$ cat src/rtl/itype_pkg.sv
// Shared opcodes, FSM state codes, instruction field positions and decode helpers
// for the I-type issue unit.
package itype_pkg;

  localparam logic [5:0] OP_BEQ   = 6'b000100;
  localparam logic [5:0] OP_BNE   = 6'b000101;
  localparam logic [5:0] OP_ADDI  = 6'b001000;
  localparam logic [5:0] OP_ADDIU = 6'b001001;
  localparam logic [5:0] OP_SLTI  = 6'b001010;
  localparam logic [5:0] OP_SLTIU = 6'b001011;
  localparam logic [5:0] OP_ANDI  = 6'b001100;
  localparam logic [5:0] OP_ORI   = 6'b001101;
  localparam logic [5:0] OP_LUI   = 6'b001111;

  localparam logic [1:0] IDLE = 2'd0;
  localparam logic [1:0] READ = 2'd1;
  localparam logic [1:0] EXEC = 2'd2;
  localparam logic [1:0] WB   = 2'd3;

  localparam int OP_HI  = 31;
  localparam int OP_LO  = 26;
  localparam int RS_HI  = 25;
  localparam int RS_LO  = 21;
  localparam int RT_HI  = 20;
  localparam int RT_LO  = 16;
  localparam int IMM_HI = 15;
  localparam int IMM_LO = 0;

  // LUI pre-shifts so the ALU only has to pass the upper half through.
  function automatic logic [31:0] extendImm(input logic [5:0] op, input logic [15:0] imm);
    case (op)
      OP_ANDI, OP_ORI: extendImm = {16'h0000, imm};
      OP_LUI:          extendImm = {imm, 16'h0000};
      default:         extendImm = {{16{imm[15]}}, imm};
    endcase
  endfunction

  function automatic logic writesRt(input logic [5:0] op);
    case (op)
      OP_ADDI, OP_ADDIU, OP_SLTI, OP_SLTIU, OP_ANDI, OP_ORI, OP_LUI: writesRt = 1'b1;
      default: writesRt = 1'b0;
    endcase
  endfunction

  function automatic logic isBranch(input logic [5:0] op);
    isBranch = (op == OP_BEQ) || (op == OP_BNE);
  endfunction

endpackage

$ cat src/rtl/itype_regfile.sv
// 32x32 register file: two combinational read ports plus a debug read, one write port.
// Register 0 is hardwired to zero; synchronous reset clears all entries.
module itype_regfile (
  input  logic        clk,
  input  logic        rst,
  input  logic [4:0]  rdAddrA,
  output logic [31:0] rdDataA,
  input  logic [4:0]  rdAddrB,
  output logic [31:0] rdDataB,
  input  logic [4:0]  dbgAddr,
  output logic [31:0] dbgData,
  input  logic        wrEn,
  input  logic [4:0]  wrAddr,
  input  logic [31:0] wrData
);

  logic [31:0] mem [32];

  always_ff @(posedge clk) begin
    if (rst) begin
      for (int i = 0; i < 32; i++) mem[i] <= '0;
    end else if (wrEn && (wrAddr != 5'd0)) begin
      mem[wrAddr] <= wrData;
    end
  end

  assign rdDataA = (rdAddrA == 5'd0) ? 32'h0 : mem[rdAddrA];
  assign rdDataB = (rdAddrB == 5'd0) ? 32'h0 : mem[rdAddrB];
  assign dbgData = (dbgAddr == 5'd0) ? 32'h0 : mem[dbgAddr];

endmodule

$ cat src/rtl/itype_issue_unit.sv
// I-type issue/writeback around an external combinational ALU: IDLE->READ->EXEC->WB, done 3 cycles
// after accept, one instruction per 4 cycles, instr_ready only in IDLE. Optional OVERFLOW_TRAP_EN adds trap.
module itype_issue_unit
  import itype_pkg::*;
(
  input  logic        clk,
  input  logic        rst,
  input  logic        instr_valid,
  output logic        instr_ready,
  input  logic [31:0] instr,
  input  logic [31:0] instr_pc,
  output logic [5:0]  alu_opcode,
  output logic [31:0] alu_rs,
  output logic [31:0] alu_rt,
  output logic [31:0] alu_imm,
  input  logic [31:0] alu_result,
  input  logic        alu_zero,
  input  logic        alu_overflow,
  output logic        done,
  output logic        branch_valid,
  output logic        branch_taken,
  output logic [31:0] branch_target,
  output logic        illegal,
`ifdef OVERFLOW_TRAP_EN
  output logic        trap,
`endif
  input  logic [4:0]  dbg_addr,
  output logic [31:0] dbg_data
);

  logic [1:0]  state;
  logic [31:0] instrQ;
  logic [31:0] pcQ;
  logic [31:0] resultQ;
  logic        zeroQ;
  logic [5:0]  op;
  logic [4:0]  rsIdx;
  logic [4:0]  rtIdx;
  logic [15:0] imm;
  logic [31:0] rsData;
  logic [31:0] rtData;
  logic        wrEn;
  logic        suppressWr;

  assign op    = instrQ[OP_HI:OP_LO];
  assign rsIdx = instrQ[RS_HI:RS_LO];
  assign rtIdx = instrQ[RT_HI:RT_LO];
  assign imm   = instrQ[IMM_HI:IMM_LO];

  assign instr_ready = (state == IDLE);

`ifdef OVERFLOW_TRAP_EN
  logic overflowQ;
  assign suppressWr = (op == OP_ADDI) && overflowQ;
`else
  assign suppressWr = 1'b0;
`endif

  assign wrEn = (state == WB) && writesRt(op) && !suppressWr;

  itype_regfile uRegfile (
    .clk     (clk),
    .rst     (rst),
    .rdAddrA (rsIdx),
    .rdDataA (rsData),
    .rdAddrB (rtIdx),
    .rdDataB (rtData),
    .dbgAddr (dbg_addr),
    .dbgData (dbg_data),
    .wrEn    (wrEn),
    .wrAddr  (rtIdx),
    .wrData  (resultQ)
  );

  always_ff @(posedge clk) begin
    if (rst) begin
      state         <= IDLE;
      instrQ        <= '0;
      pcQ           <= '0;
      resultQ       <= '0;
      zeroQ         <= 1'b0;
      alu_opcode    <= '0;
      alu_rs        <= '0;
      alu_rt        <= '0;
      alu_imm       <= '0;
      done          <= 1'b0;
      branch_valid  <= 1'b0;
      branch_taken  <= 1'b0;
      branch_target <= '0;
      illegal       <= 1'b0;
    end else begin
      done         <= 1'b0;
      branch_valid <= 1'b0;
      illegal      <= 1'b0;
      case (state)
        IDLE: if (instr_valid) begin
          instrQ <= instr;
          pcQ    <= instr_pc;
          state  <= READ;
        end
        READ: begin
          alu_opcode <= op;
          alu_rs     <= rsData;
          alu_rt     <= rtData;
          alu_imm    <= extendImm(op, imm);
          state      <= EXEC;
        end
        EXEC: begin
          resultQ <= alu_result;
          zeroQ   <= alu_zero;
          state   <= WB;
        end
        default: begin
          done    <= 1'b1;
          illegal <= !writesRt(op) && !isBranch(op);
          if (isBranch(op)) begin
            branch_valid  <= 1'b1;
            branch_taken  <= (op == OP_BEQ) ? zeroQ : !zeroQ;
            branch_target <= pcQ + 32'd4 + {{14{imm[15]}}, imm, 2'b00};
          end
          state <= IDLE;
        end
      endcase
    end
  end

`ifdef OVERFLOW_TRAP_EN
  always_ff @(posedge clk) begin
    if (rst) begin
      overflowQ <= 1'b0;
      trap      <= 1'b0;
    end else begin
      if (state == EXEC) overflowQ <= alu_overflow;
      trap <= (state == WB) && suppressWr;
    end
  end
`endif

endmodule

$ cat config.mk
export PLATFORM = sky130hd
export DESIGN_NAME = itype_issue_unit
export DESIGN_NICKNAME = d
export VERILOG_FILES = /design/src/rtl/itype_pkg.sv /design/src/rtl/itype_regfile.sv /design/src/rtl/itype_issue_unit.sv
export SDC_FILE = /design/constraint.sdc
export NUM_CORES = 2
export LEC_CHECK = 0
export CORE_MARGIN = 5
export CORE_UTILIZATION = 56
export DETAILED_ROUTE_END_ITERATION = 10
export PLACE_DENSITY_LB_ADDON = 0.2
export SYNTH_ARGS = -nofsm -noshare
export SYNTH_HDL_FRONTEND = slang
export SYNTH_HIERARCHICAL = 1
export SYNTH_SLANG_ARGS = --single-unit
$ cat constraint.sdc
create_clock -name clk -period 9.75 [get_ports clk]
set_input_delay 2.925 -clock clk [delete_from_list [all_inputs] [get_ports clk]]
set_output_delay 2.925 -clock clk [all_outputs]
set_load 0.005 [all_outputs]
* After elaboration in Yosys (flattened, before gate mapping)
Memory sizes are Yosys's and may differ from the RTL's. A register that Yosys moved wholly into a read port is not among the register bits.
Cells that the tools add are included.
** Operators by class
- Add/subtract/negate cells :: 2
- $mul :: 0
- Div/mod/pow operators :: 0
- Magnitude comparators :: 0
- Eq/ne operators :: 13
- Shifts and indexed selects :: 0
- Muxes and demuxes :: 24
- Bitwise gates (word level) :: 1
- Reduce and logical (&&, ||, !) cells :: 19
** Operators with widths (count)
- two-way mux 32 bit :: 4
- case mux 32 bit (2 select lines) :: 1
- == test 6 x 4 -> 1 bit (second input constant) :: 7
- adder 32 x 3 -> 32 bit (second input constant) :: 1
- adder 32 bit :: 1
- OR reduction 32 bit :: 1
- two-way mux 5 bit :: 5
- zero test 5 bit :: 3
- == test 6 x 3 -> 1 bit (second input constant) :: 2
- two-way mux 1 bit :: 12
- OR reduction 7 bit :: 1
- case mux 2 bit (3 select lines) :: 1
- nonzero test 5 bit :: 1
- == test 2 bit (second input constant) :: 2
- AND reduction 2 bit :: 2
- OR reduction 4 bit :: 1
- logical AND 1 bit :: 3
- zero test 1 bit :: 3
- OR reduction 3 bit :: 1
- == test 2 x 1 -> 1 bit (second input constant) :: 1
- zero test 2 bit :: 1
- two-way mux 2 bit :: 1
- inequality test 2 bit (second input constant) :: 1
- OR reduction 2 bit :: 1
- other kinds (2) :: 2
** Storage, ports and cells
- Bits in registers :: 237
- Bits in latches :: 0
- RAM bits :: 1024
- ROM bits :: 0
- Input port bits :: 106
- Word-level logic and storage cells :: 74
- Memories :: 1
** Memories
- uRegfile.mem :: depth 32, bits a word 32, rd ports 3, clocked after Yosys merged registers in 2, write ports 32, line itype_regfile.sv:17 : logic [31:0] mem [32];

* Logic depth before layout (Yosys ltp)
- Depth after elaboration :: 10
- Gate-level depth with buffers :: 12

* Cells and area by module
Netlist, hierarchy kept.
** Modules (own cells, without submodules)
- itype_regfile :: instances 1, cells each 4255, area an instance 62618.8 um2, seq. area each 30749.5 um2
- itype_issue_unit :: instances 1, cells each 1172, area an instance 10302.4 um2, seq. area each 4744.6 um2

* Worst setup path before layout
No wires, ideal clock.
- Path type :: input port to output port
- From :: in dbg_addr[2]
- To :: out dbg_data[10]
- Data arrival time :: 4.556 ns
- Data required time :: 6.825 ns
- Slack :: 2.269 ns
- Cell stages on the path :: 7
- Path buffers :: 3
- Cell sequence :: buf_2 buf_2 clkbuf_1 mux4_2 a22o_1 a2111oi_0 nor3_1
** Between the ends
- Cells in the longest elaborated chain, start to end :: 2
- Elaborated cells on any way between the ends :: 3
** Ends and longest elaborated chain
- start, declared :: line itype_issue_unit.sv:27 : input logic [4:0] dbg_addr,
- memory read (32 x 32 bit) or zero test 5 bit (tied branches)
- two-way mux 32 bit * :: line itype_regfile.sv:29 : assign dbgData = (dbgAddr == 5'd0) ? 32'h0 : mem[dbgAddr];
- end, declared :: line itype_issue_unit.sv:28 : output logic [31:0] dbg_data
Mark *: on every way between the ends. The rest lies on a longest branch, timed or not.

* Final worst setup path
- From :: in dbg_addr[2]
- To :: out dbg_data[25]
Same word-level chain as after synthesis.

==> results.md <==
- The flow ran to the end, and the final reports show no timing, DRC or antenna violations.
- The number of library cell types mapped by synthesis is 74.
- In the final layout, the share of cells above drive strength 1 is 21.9%.
- The max-cap check violation count is 0.
- The count of vias placed by the detailed router is 51,700.
- The DRC violations left is 0.
- In the routed layout, each cell is associated on average with a via count of 7.03.
- The hold buffer count at CTS is 0.
- The cell type with the largest total area after synthesis is sky130_fd_sc_hd__edfxtp_1.
- The worst hold path begins at branch_target[30].
- The maximum number of pins on one net before global-route repair is 184.
- The total overflow left after global routing is 0.
- During I/O placement, the number of pins put on the boundary was 277.
- The main flop type after synthesis is sky130_fd_sc_hd__edfxtp_1.
- The routed length per instance is 34.2 um.
- The critical path startpoint is dbg_addr[2].
- The standard-cell row count is 132.
- The initial antenna violation count is 10.
- The clock latency on the worst-skew pair is 0.79 ns.
- The first-pass GRT wire length is 356 mm.
- The post-layout instance area is 81,700 um^2.
- Across the routed clock network, the largest skew measured is 0.0325 ns.
- The final worst-path setup slack is 0.512 ns.
- The slew at the pin closest to its max-slew limit is 1.36 ns.
- Of all flip-flops after synthesis, the portion carrying an async set or reset was 0%.
- After Yosys synthesis, full adders, half adders and majority gates account for 1.07% of the synthesized area.
- Data on the critical path is required at its endpoint by 6.83 ns.
- The data arrival at the endpoint of the critical path is 6.31 ns.
- The number of diodes added for antenna fixing is 0.
- The floorplan step set the die height to 371 um.
- TritonCTS built the clock tree.
- The highest clock frequency the design can meet is 0.108 GHz.
- For this design the ratio of total power to cell area is 199 nW/um^2.
- Sorting the synthesized cells by area gives the leading types as sky130_fd_sc_hd__edfxtp_1 42%, sky130_fd_sc_hd__mux4_2 20%, sky130_fd_sc_hd__and2_1 8.7%.
- Summing all placed instances gives a cell area of 77,300 um^2.
- The area fraction in compound gates after synthesis is 6.15%.
- Cells fill 63.1% of the core in the end.
- The hold violation count in the final report is 0.
- The leakage component of the power is 0.0283 uW.
- The number of synthesized flops with an enable pin is 1,024.
- Ranked by instance count, the synthesized netlist is headed by 1,024 x sky130_fd_sc_hd__edfxtp_1, 1,016 x sky130_fd_sc_hd__and2_1, 659 x sky130_fd_sc_hd__mux4_2.
- Buffers placed on the I/O ports in this run total 275.
- Of the post-synthesis cell area, the part taken by muxes is 27.1%.
- The overall die width is 371 um.
- The start of the worst register-to-register path is instrQ[17].
- The maximum net fanout on the critical path is 37.
- Clock-pin slew was measured on the worst setup and hold paths at 0.06 ns.
- The critical path goes through buf_6 -> nand3b_1 -> buf_4 -> o22ai_1 -> a2111oi_0 -> buf_4 -> nor3_1 -> clkdlybuf4s50_1.
- Counting both buffers and inverters, the worst setup path holds a total of 4.
- The H-tree was split into 4 levels.
- The critical path is of the input port to primary output type.
- Power comes to 16,200 uW.
- The fill cell instance count of the final layout is 9,749.
- The count of nets left with antenna violations after detail routing is 0.
- The worst slew margin relative to its limit is 9.07%.
- No sink is reached through more buffers than the 3 on the longest clock path.
- During synthesis, Yosys emitted a total of 6 warnings.
- STA classifies the critical path startpoint as an input port.
- The share of the yosys chip area belonging to registers is 48.7%.
- The fraction of synthesized cell area in xor and xnor cells is 0.288%.
- Setup violations remaining at the end of the flow were counted as 0.
- The number of clock sinks is 1,261.
- In the global route stage, overall resource usage came out at 36.2%.
- The routed wire length is 252 mm.
- The number of iterations in the first detailed-routing pass is 6.
- Summing the areas of all and, or, nand and nor instances in the mapped netlist gives 13.2% of the synthesized area.
- The synthesized flop and latch total is 1,261.
- By area, the combinational part of the netlist is dominated by multiplexers.
- Once the floorplan was initialized, standard cells occupied 56.3% of the core.
- Clock tree synthesis inserted a total of 137 buffers.
- The core region is 129,000 um^2.
- Setup repair after global routing left no endpoint under its margin.
- The fraction of synthesized cell area taken by the top area cell type is 42.2%.
- The die covers 138,000 um^2.
- Of the available clock period, the critical path in the final layout requires 94.7%.
- The largest single stage delay on the critical path is 0.79 ns.
- The most frequent cell on the critical path is sky130_fd_sc_hd__buf_4.
- From synthesis to final layout, the design area changed by 12.1%.
- STA classifies the critical path endpoint as a primary output.
- For the final routed database, the setup TNS stands at 0 ns.
- The clock period minus worst slack is 9.24 ns.
- The estimated wirelength of the detail-placed design is 154 mm.
- The worst setup timing slack at the placement stage is 0.723 ns.
- The worst-case IR drop observed on VDD is 0.203 mV.
- Synthesis produced a netlist whose cell count is 5,427.
- The most common cell in the netlist is sky130_fd_sc_hd__edfxtp_1.
- The tree is rooted in a sky130_fd_sc_hd__clkbuf_16.
- The placer's final routability congestion estimate is 0.966.
- The cell area that synthesis handed to floorplanning was 72,900 um^2.
- The number of global-route vias before repair is 51,600.
- The count of routing violations after the opening detailed-route iteration is 7,603.
- In this run, post-CTS repair resized a total of 0 instances.
- A synthesized cell averages 13.4 um^2.
- The worst hold path class is register to register.
- The final layout net count is 5,667.
- The critical path's top delay family is buffers and inverters.
- The cell at the slowest stage of the critical path is sky130_fd_sc_hd__nor3_1.
- The buffer count from post-CTS setup fixing is 0.
- The final number of max-transition violations is 0.
## flip-flops by register name, indices dropped and copies added (netlist names)
name and cells:
alu_imm 32, done 1, state 2, instrQ 32, resultQ 32, branch_valid 1, pcQ 32, branch_taken 1
alu_opcode 6, alu_rt 32, uRegfile/mem 1024, branch_target 32, illegal 1, alu_rs 32, zeroQ 1
## layer usage
metal  wire length, um  part of all wire (%)  GRT usage (%)
met5                12                0.0048              0
met4             21200                   8.4           24.6
met3             33400                    13           8.75
met2            112000                    44           55.2
met1             85200                    34           46.0
## power breakdown
| part | total, uW | internal, uW | switching [uW] |
|---|---|---|---|
| sequential | 6730 | 6150 | 578 |
| clock | 5140 | 2960 | 2170 |
| combinational | 4370 | 1880 | 2490 |
## worst paths after layout
check	cells after the start	slack [ns]	end
min	2	0.45	branch_target[30]
max reg2reg	5	4.71	uRegfile/mem[11][31]
min reg2reg	2	0.45	branch_target[30]
max	8	0.51	dbg_data[25]
## layout by cell type (no fill, tap or decap), drive strengths merged, types with 30 or more instances in the layout
| cell type | Yosys | final |
|---|---|---|
| a211oi | 64 | 64 |
| a21oi | 174 | 174 |
| a22o | 53 | 53 |
| a22oi | 88 | 88 |
| and2 | 1016 | 1016 |
| buf | 183 | 197 |
| clkbuf | 381 | 192 |
| clkdlybuf4s50 | 0 | 269 |
| clkinv | 2 | 43 |
| conb | 1 | 32 |
| dfxtp | 237 | 237 |
| edfxtp | 1024 | 1024 |
| ha | 61 | 61 |
| mux2 | 68 | 68 |
| mux2i | 414 | 414 |
| mux4 | 659 | 659 |
| nand2 | 234 | 234 |
| nand3 | 30 | 30 |
| nor2 | 185 | 185 |
| nor2b | 49 | 49 |
| nor3 | 72 | 72 |
| o22ai | 93 | 93 |
| or2 | 35 | 35 |
## metrics by stage
step	hold slack (ns)	cells
floorplan	0.432	5458
global placement	0.435	7102
detailed placement	0.445	7102
CTS	0.447	7350
global route	0.469	7350
finish	0.451	7350
## area by class of cell
| cell class | count | area [um^2] | area share [%] |
|---|---|---|---|
| clock inverters | 56 | 479 | 0.586 |
| multi-input cells | 3622 | 35200 | 43.1 |
| repair buffers | 466 | 4380 | 5.35 |
| well taps | 1742 | 2180 | 2.67 |
| flip-flops and latches | 1261 | 35500 | 43.5 |
| clock buffers | 192 | 3920 | 4.79 |
| inverters | 11 | 41.3 | 0.0505 |
## kinds of logic (layout without fill, tap and decap cells)
family                   Yosys count  count (layout)
other                              1              32
adder cells (fa/ha/maj)           62              62
XOR/XNOR                          24              24
AND/OR/NAND/NOR                 1716            1716
multiplexers                    1141            1141
AO/OA/AOI/OAI                    647             647
flip-flops                      1261            1261
buffers and inverters            575             725
## worst register-to-register path, cell delays in order, from the launching register on
cell and delay, ns:
sky130_fd_sc_hd__dfxtp_4 0.79, sky130_fd_sc_hd__buf_4 0.88, sky130_fd_sc_hd__nand4b_1 0.93, sky130_fd_sc_hd__nor2_2 0.98, sky130_fd_sc_hd__or2_2 0.51, sky130_fd_sc_hd__buf_4 0.56
Power figures use the tool's default switching activity.
